--- src/rtl/instruction_memory_loadable.sv ---
// instruction_memory_loadable: instruction memory with registered fetch and a byte-serial program-load port
module instruction_memory_loadable #(
    parameter int DATA_W = 16,
    parameter int ADDR_W = 6,
    parameter int BYTE_W = 8
) (
    input  logic              clk,
    input  logic              rst_n,
    input  logic              fetch_req,
    input  logic [ADDR_W-1:0] fetch_addr,
    output logic              fetch_valid,
    output logic [DATA_W-1:0] fetch_instr,
    input  logic              load_start,
    input  logic [ADDR_W-1:0] load_base,
    input  logic              load_valid,
    input  logic [BYTE_W-1:0] load_data,
    input  logic              load_last,
    output logic              load_ready,
    output logic              load_busy,
    output logic              load_err,
    output logic [ADDR_W:0]   word_count
);
    localparam int DEPTH = 2 ** ADDR_W;
    localparam int BEATS = DATA_W / BYTE_W;
    localparam int BCW = BEATS > 1 ? $clog2(BEATS) : 1;
    typedef enum logic {IDLE, LOAD} state_t;
    state_t state;
    logic [DATA_W-1:0] mem [DEPTH];
    logic [ADDR_W:0] ptr;
    logic [BCW-1:0] beat;
    logic [DATA_W-1:0] asm_q, shifted, wr_word;
    logic acc, done, wr_en;
    // A short last word is left-aligned so unfilled low bytes read as zero
    always_comb begin
        acc = state == LOAD && load_valid;
        done = acc && (load_last || beat == BCW'(BEATS - 1));
        wr_en = done && !ptr[ADDR_W];
        shifted = DATA_W'({asm_q, load_data});
        wr_word = shifted << (BYTE_W * (BEATS - 1 - int'(beat)));
    end
    always_ff @(posedge clk)
        if (wr_en) mem[ptr[ADDR_W-1:0]] <= wr_word;
    always_ff @(posedge clk or negedge rst_n) begin
        if (!rst_n) begin
            state <= IDLE;
            fetch_valid <= 1'b0;
            fetch_instr <= '0;
            load_ready <= 1'b0;
            load_busy <= 1'b0;
            load_err <= 1'b0;
            word_count <= '0;
            ptr <= '0;
            beat <= '0;
            asm_q <= '0;
        end else if (state == IDLE) begin
            if (load_start) begin
                state <= LOAD;
                fetch_valid <= 1'b0;
                load_ready <= 1'b1;
                load_busy <= 1'b1;
                load_err <= 1'b0;
                word_count <= '0;
                ptr <= {1'b0, load_base};
                beat <= '0;
                asm_q <= '0;
            end else begin
                fetch_valid <= fetch_req;
                if (fetch_req) fetch_instr <= mem[fetch_addr];
            end
        end else begin
            fetch_valid <= 1'b0;
            if (acc) begin
                beat <= done ? '0 : beat + 1'b1;
                asm_q <= done ? '0 : shifted;
            end
            if (wr_en) begin
                ptr <= ptr + 1'b1;
                word_count <= word_count + 1'b1;
            end
            if (done && ptr[ADDR_W]) load_err <= 1'b1;
            if (acc && load_last) begin
                state <= IDLE;
                load_ready <= 1'b0;
                load_busy <= 1'b0;
            end
        end
    end
endmodule
--- config.mk ---
export PLATFORM = sky130hd
export DESIGN_NAME = instruction_memory_loadable
export DESIGN_NICKNAME = d
export VERILOG_FILES = /design/src/rtl/instruction_memory_loadable.sv
export SDC_FILE = /design/constraint.sdc
export NUM_CORES = 1
export LEC_CHECK = 0
export BUFFER_PORTS_ARGS = -buffer_cell sky130_fd_sc_hd__buf_2
export CAP_MARGIN = 20
export CORE_UTILIZATION = 67
export DETAILED_ROUTE_END_ITERATION = 6
export MAX_ROUTING_LAYER = met4
export PLACE_DENSITY = 0.91
export SETUP_SLACK_MARGIN = 0.3
export SKIP_LAST_GASP = 1
export SLEW_MARGIN = 40
export SYNTH_ARGS = -nofsm -noshare
export SYNTH_HDL_FRONTEND = slang
export SYNTH_SLANG_ARGS = --single-unit
--- constraint.sdc ---
create_clock -name clk -period 8.1 [get_ports clk]
set_input_delay 0.81 -clock clk [delete_from_list [all_inputs] [get_ports clk]]
set_output_delay 0.81 -clock clk [all_outputs]
set_load 0.02 [all_outputs]
==> results of run 1 <==
power by group:
group / switching [uW] / internal, uW
Clock: 2070 / 2460
Combinational: 840 / 301
Sequential: 167 / 6320
Total: 3070 / 9090
registers in the layout (all words and copies together), names as in the netlist:
register	flops
state	1
load_err	1
fetch_valid	1
mem	1024
ptr	7
asm_q	8
load_busy	1
fetch_instr	16
beat	1
word_count	7
cells by family (layout without fill, tap and decap cells):
kind of cell | count (synthesis) | after routing | share of synthesized area (%)
multiplexers | 410 | 410 | 15.0
other | 0 | 5 | 0
flip-flops | 1067 | 1067 | 76.6
adder cells (fa/ha/maj) | 2 | 2 | 0.0602
buffers and inverters | 127 | 320 | 1.71
AND/OR/NAND/NOR | 178 | 178 | 1.98
AO/OA/AOI/OAI | 253 | 253 | 4.51
XOR/XNOR | 5 | 5 | 0.105
worst max-delay path, delay by kind of cell:
kind | cells | cell delay [ns]
AO/OA/AOI/OAI | 5 | 1.75
buffers and inverters | 2 | 1.28
AND/OR/NAND/NOR | 1 | 0.86
layer usage:
layer | vias to the layer above | share of wire (%) | track usage, %
met1 | 11700 | 29 | 48.1
met3 | 692 | 17 | 14.9
met2 | 2858 | 47 | 61.4
met4 | 0 | 7.1 | 22.4
li1 | 8720 | - | -
met5 | - | 0 | -
how the worst max path moves through the flow:
stage	from	endpoint	cells past startpoint	slack, ns
6_report	fetch_addr[4]	fetch_instr[8]	8	3.83
5_1_grt	fetch_addr[4]	fetch_instr[8]	8	3.95
4_1_cts	beat	mem[3][11]	6	4.25
3_5_place_dp	fetch_addr[4]	fetch_instr[14]	8	3.76
3_3_place_gp	fetch_addr[4]	fetch_instr[5]	8	3.87
2_1_floorplan	load_last	mem[31][0]	5	5.19
stage by stage:
stage / total power [uW] / hold WS [ns] / setup slack, ns / utilization, % / cell area [um2]
final: 12200 / 0.181 / 3.83 / 75.8 / 46100
after global routing: 12300 / 0.225 / 3.95 / 75.8 / 46100
after CTS: 12000 / 0.188 / 4.25 / 75.7 / 46000
after detailed placement: 7580 / 0.489 / 3.76 / 70.6 / 43000
after global placement: 7490 / 0.482 / 3.87 / 70.4 / 42800
after floorplan: 7120 / 0.467 / 5.19 / - / 41500
placed cells by master (no fill, tap or decap), types with 28 or more instances in the layout:
| cell type | instances |
|---|---|
| clkbuf_16 | 100 |
| nor2_1 | 69 |
| buf_2 | 48 |
| dfrtp_1 | 43 |
| edfxtp_1 | 1024 |
| mux4_2 | 132 |
| a22oi_1 | 80 |
| mux2i_1 | 226 |
| mux4_1 | 28 |
| buf_4 | 77 |
| clkbuf_1 | 29 |
layout make-up:
| type | count | share of cell area, % |
|---|---|---|
| Sequential cell | 1067 | 69.1 |
| Multi-Input combinational cell | 848 | 20.0 |
| Clock buffer | 132 | 5.76 |
| Timing Repair Buffer | 139 | 2.19 |
| Tap cell | 782 | 2.12 |
| Clock inverter | 46 | 0.861 |
| Antenna cell | 5 | 0.0271 |
| Inverter | 3 | 0.0244 |
==> flow_summary.yaml, run 1 <==
run_status:
  status: "finished, violations left"
  violations: "DRC"
logic_synthesis:
  syn_inst: 2042
  synth_seq_cells: 1067
  synth_top_area_share_pct: 74.0
  yosysSeqAreaShare_pct: 76.6
  synth_ff_type: "edfxtp_1"
  async_reset_ff_share_pct: 4.03
  synthesis.area_mm2: 0.0415
  synth.distinct_cells: 45
  ys_top_cells_by_area: "edfxtp_1 (74%), mux4_2 (7.2%), mux2i_1 (5.4%)"
  synth_edf_count: 1024
  yosysTopAreaCell: "edfxtp_1"
  yosysMostFrequentCell: "edfxtp_1"
  avgSynthCellArea_um2: 20.3
  ys_warn_count: 0
  synth_common_cells: "edfxtp_1 (1024), mux2i_1 (226), mux4_2 (132), nor2_1 (82), a22oi_1 (80)"
  syn-num-nets: 2070
sta:
  drv_slew: 0
  grt_setup_unrepaired: "false"
  worst_slew_pin_slew_ns: 0.960
  fin_setup_tns_ns: 0
  fmax_mhz: 234
  timing.final.crit_period_ns: 4.27
  final-setup-viol-count: 0
  maxSlewHeadroom_pct: 35.3
  finalClockSkew_ns: 0.0411
  timing.final.crit_share_pct: 52.7
  hold_viol: 0
job:
  cap_violations: 0
cts:
  cts_hold_repair.buffers: 0
  clkTransAtPathRegs_ns: 0.08
  cts-htree-levels: 3
  post_cts_buffers: 0
  cts_resized: 0
  clockRootBuffer: "clkbuf_16"
  cts_sinks: 1067
  clock_latency_ns: 0.68
  cts_buffers: 97
  cts_tree: "built"
  clk_path_buf_depth: 3
pwr:
  vdd_drop_max_v: 0.000282
  p_per_area_mw_per_mm2: 264
  power_leakage_uw: 0.0154
placed_design:
  port_buffers: 52
  hpwl_mm: 60.6
  gp_congestion: 0.911
  dp_cells: 2837
critical_path:
  worstSetupPathType: "in -> reg"
  timing.rr.end: "mem[3][11]"
  r2r-start: "beat"
  rrSetupSlack_ns: 4.23
  worstPathMaxFanout: 77
  critPathSlowestCell: "and2_2"
  cpPeakStageDelay_ns: 0.86
  required_ns: 8.66
  path_cells: "buf_6 > and2_2 > buf_4 > a22o_1 > a2111oi_0 > a31oi_1 > o211ai_1 > a221o_1"
  worstSetupEndpointType: "flop"
  start_kind: "input pin"
  reg2reg_depth: 6
  cp.arrival_ns: 4.82
cells_and_area:
  multiInputGateArea_mm2: 0.00921
  drive_gt1_share_pct: 20.9
  fin_cells: 3022
  nFillCells: 2773
  nNetsFinal: 2184
  seqCellArea_mm2: 0.0318
  syn_to_final_growth_pct: 10.9
routing:
  via_per_inst: 7.92
  totalWireLength_mm: 123
  drt_iter0_drc: 5010
  ant_nets: 0
  drtPass1Iterations: 7
  wl_per_cell_um: 40.6
  drc: 13
  vias: 23900
floorplan:
  die_y_um: 251
  start_util_pct: 68.3
  dieArea_mm2: 0.0630
  die_x_um: 251
  fp.coreArea_mm2: 0.0608
  io_pins: 53
  core.rowCount: 90
global_route:
  grt_max_degree: 116
  overflow: 0
  grt_usage_pct: 40.8
  grt_pass1_vias: 23700
  antenna_found_initial: 6
  grt_pass1_wl_mm: 171
min_path:
  hold_path_class: "in -> async"
Power figures use the tool's default switching activity.
==> inputs of run 2 (changes only) <==
- CORE_UTILIZATION: 67 -> 63
- PLACE_DENSITY: 0.91 -> 0.87
- clock period: 8.1 -> 4 ns (I/O delays scaled with it)
==> flow_summary.yaml, run 2 (synthesized netlist as in run 1, its figures left out) <==
cells_and_area:
  postLayoutCellArea_mm2: 0.0465
  nFillCells: 3233
  final_common_cell: "edfxtp_1"
  seqCellArea_mm2: 0.0318
  multiInputGateArea_mm2: 0.00908
  drive_gt1_share_pct: 21.7
  largest_reg_flops: 1024
  final_cell_mix: "edfxtp_1 (1024), mux2i_1 (226), mux4_2 (132)"
  syn_to_final_growth_pct: 11.9
  nNetsFinal: 2227
critical_path:
  reg2reg_depth: 5
  worstSetupEndpointType: "flop"
  worstSetupPathType: "reg -> reg"
  path_cells: "nor2_1 > nor3_1 > nand3_1 > nor2_1 > buf_4"
  worstPathMaxFanout: 19
  start_kind: "flop"
  timing.rr.end: "mem[62][15]"
  required_ns: 4.33
  rrSetupSlack_ns: 0.35
  cp.arrival_ns: 3.98
  cpPeakStageDelay_ns: 0.84
  critPathSlowestCell: "dfrtp_1"
  cpMostUsedCell: "nor2_1"
  r2r-start: "beat"
run_status:
  violations: "DRC"
  status: "finished, violations left"
floorplan:
  die_y_um: 259
  io_pins: 53
  dieArea_mm2: 0.0670
  fp.coreArea_mm2: 0.0648
  start_util_pct: 64.1
  core.rowCount: 93
  die_x_um: 259
sta:
  worst_slew_pin_slew_ns: 1.01
  timing.final.crit_share_pct: 91.2
  timing.final.crit_period_ns: 3.65
  hold_viol: 0
  fmax_mhz: 274
  setup_ws_ns: 0.351
  final-setup-viol-count: 0
  maxSlewHeadroom_pct: 32.2
  fin_setup_tns_ns: 0
  drv_slew: 0
  finalClockSkew_ns: 0.0306
  grt_setup_unrepaired: "false"
placed_design:
  gp_congestion: 0.928
  hpwl_mm: 59.4
  dpl-instance-area_mm2: 0.0433
  dp_worst_setup_slack_ns: 0.544
  port_buffers: 52
routing:
  ant_nets: 0
  via_per_inst: 7.22
  drtPass1Iterations: 7
  vias: 22700
  totalWireLength_mm: 108
  wl_per_cell_um: 34.4
  drc: 8
  drt_iter0_drc: 3896
cts:
  clk_path_buf_depth: 3
  clockRootBuffer: "clkbuf_16"
  clkTransAtPathRegs_ns: 0.07
  cts_sinks: 1067
  cts_resized: 0
  cts_tree: "built"
  cts_buffers: 95
  clock_latency_ns: 0.68
  cts-htree-levels: 3
min_path:
  whs_path_depth: 2
  hold_path_class: "in -> reg"
  hp-start: "load_data[6]"
  whs_endpoint: "asm_q[6]"
global_route:
  grt_max_degree: 69
  grt_pass1_wl_mm: 156
  antenna_found_initial: 7
  grt_pass1_vias: 22700
  grt_usage_pct: 34.0
  overflow: 0
pwr:
  vdd_drop_max_v: 0.000511
  pwr-share-seq_pct: 53.6
  power_leakage_uw: 0.0157
  combinationalPowerShare_pct: 9.2
  p_sw_uw: 6010
  switching_share_pct: 24.6
  power.internal_uw: 18400
  clkPwrFrac_pct: 37.2
  p_per_area_mw_per_mm2: 524
job:
  cap_violations: 0
[run 2: changes by cell type in the layout (fill, tap and decap cells not counted), moves of 4 or more]
cell           change
buf_4             +38
clkbuf_1          -16
clkinv_2          +15
nor2_4            -13
nor2_1            +12
dlygate4sd3_1      +9
a211oi_1           +5
a211oi_2           -5
buf_12             +5
buf_8              -4
mux2_2             -4
mux2_4             +4
[run 2: worst max-delay path, delay by kind of cell (launching register included)]
family        cells  cell delay [ns]
buf+inv           1             0.36
flops             1             0.84
simple gates      4             2.10
[run 2: what timing repair did]
item	in CTS	in global routing
setup endpoints to repair	0	0
buffers inserted	0	0
hold buffers	9	0
hold endpoints to repair	50	0
[run 2: power groups by stage]
stage	Clock (uW)	Sequential (uW)	Combinational, uW
5_1_grt	9510	13100	2270
4_1_cts	9090	13000	2130
3_5_place_dp	0	13300	2050
3_3_place_gp	0	13200	1930
2_1_floorplan	0	13200	1200
6_report	9070	13100	2240
[run 2: area by class of cell]
| class | instances | share of cell area (%) |
|---|---|---|
| antenna | 6 | 0.0323 |
| clock buffer | 112 | 5.41 |
| clock inverter | 68 | 1.19 |
| inverter | 3 | 0.0242 |
| multi-input combinational | 848 | 19.5 |
| sequential | 1067 | 68.4 |
| tap | 855 | 2.30 |
| timing repair buffer | 184 | 3.07 |
[run 2: metal layers]
layer,wire [um],global-route usage [%],up-vias,part of all wire [%]
met1,34800,42.7,11200,32
li1,-,-,8808,-
met4,5970,15.6,0,5.5
met2,51900,52.2,2180,48
met3,15600,9.32,459,14
met5,0,-,-,0
[run 2: through the flow]
| stage | hold slack (ns) | cells | util, % | power (uW) |
|---|---|---|---|---|
| final | 0.0251 | 3143 | 71.7 | 24400 |
| after global routing | 0.0205 | 3143 | 71.7 | 24800 |
| after CTS | 0.000957 | 3136 | 71.6 | 24300 |
| after detailed placement | 0.455 | 2947 | 66.8 | 15300 |
| after global placement | 0.482 | 2946 | 66.7 | 15200 |
| after floorplan | 0.104 | 2042 | - | 14400 |
[run 2: how the worst max path moves through the flow]
stage	from	to	slack [ns]	depth (start not counted)
after global placement	fetch_addr[0]	fetch_instr[14]	0.57	8
after CTS	beat	mem[62][15]	0.75	5
after global routing	beat	mem[62][15]	0.39	5
after detailed placement	fetch_addr[0]	fetch_instr[14]	0.54	8
after floorplan	beat	mem[31][0]	1.38	6
final	beat	mem[62][15]	0.35	5
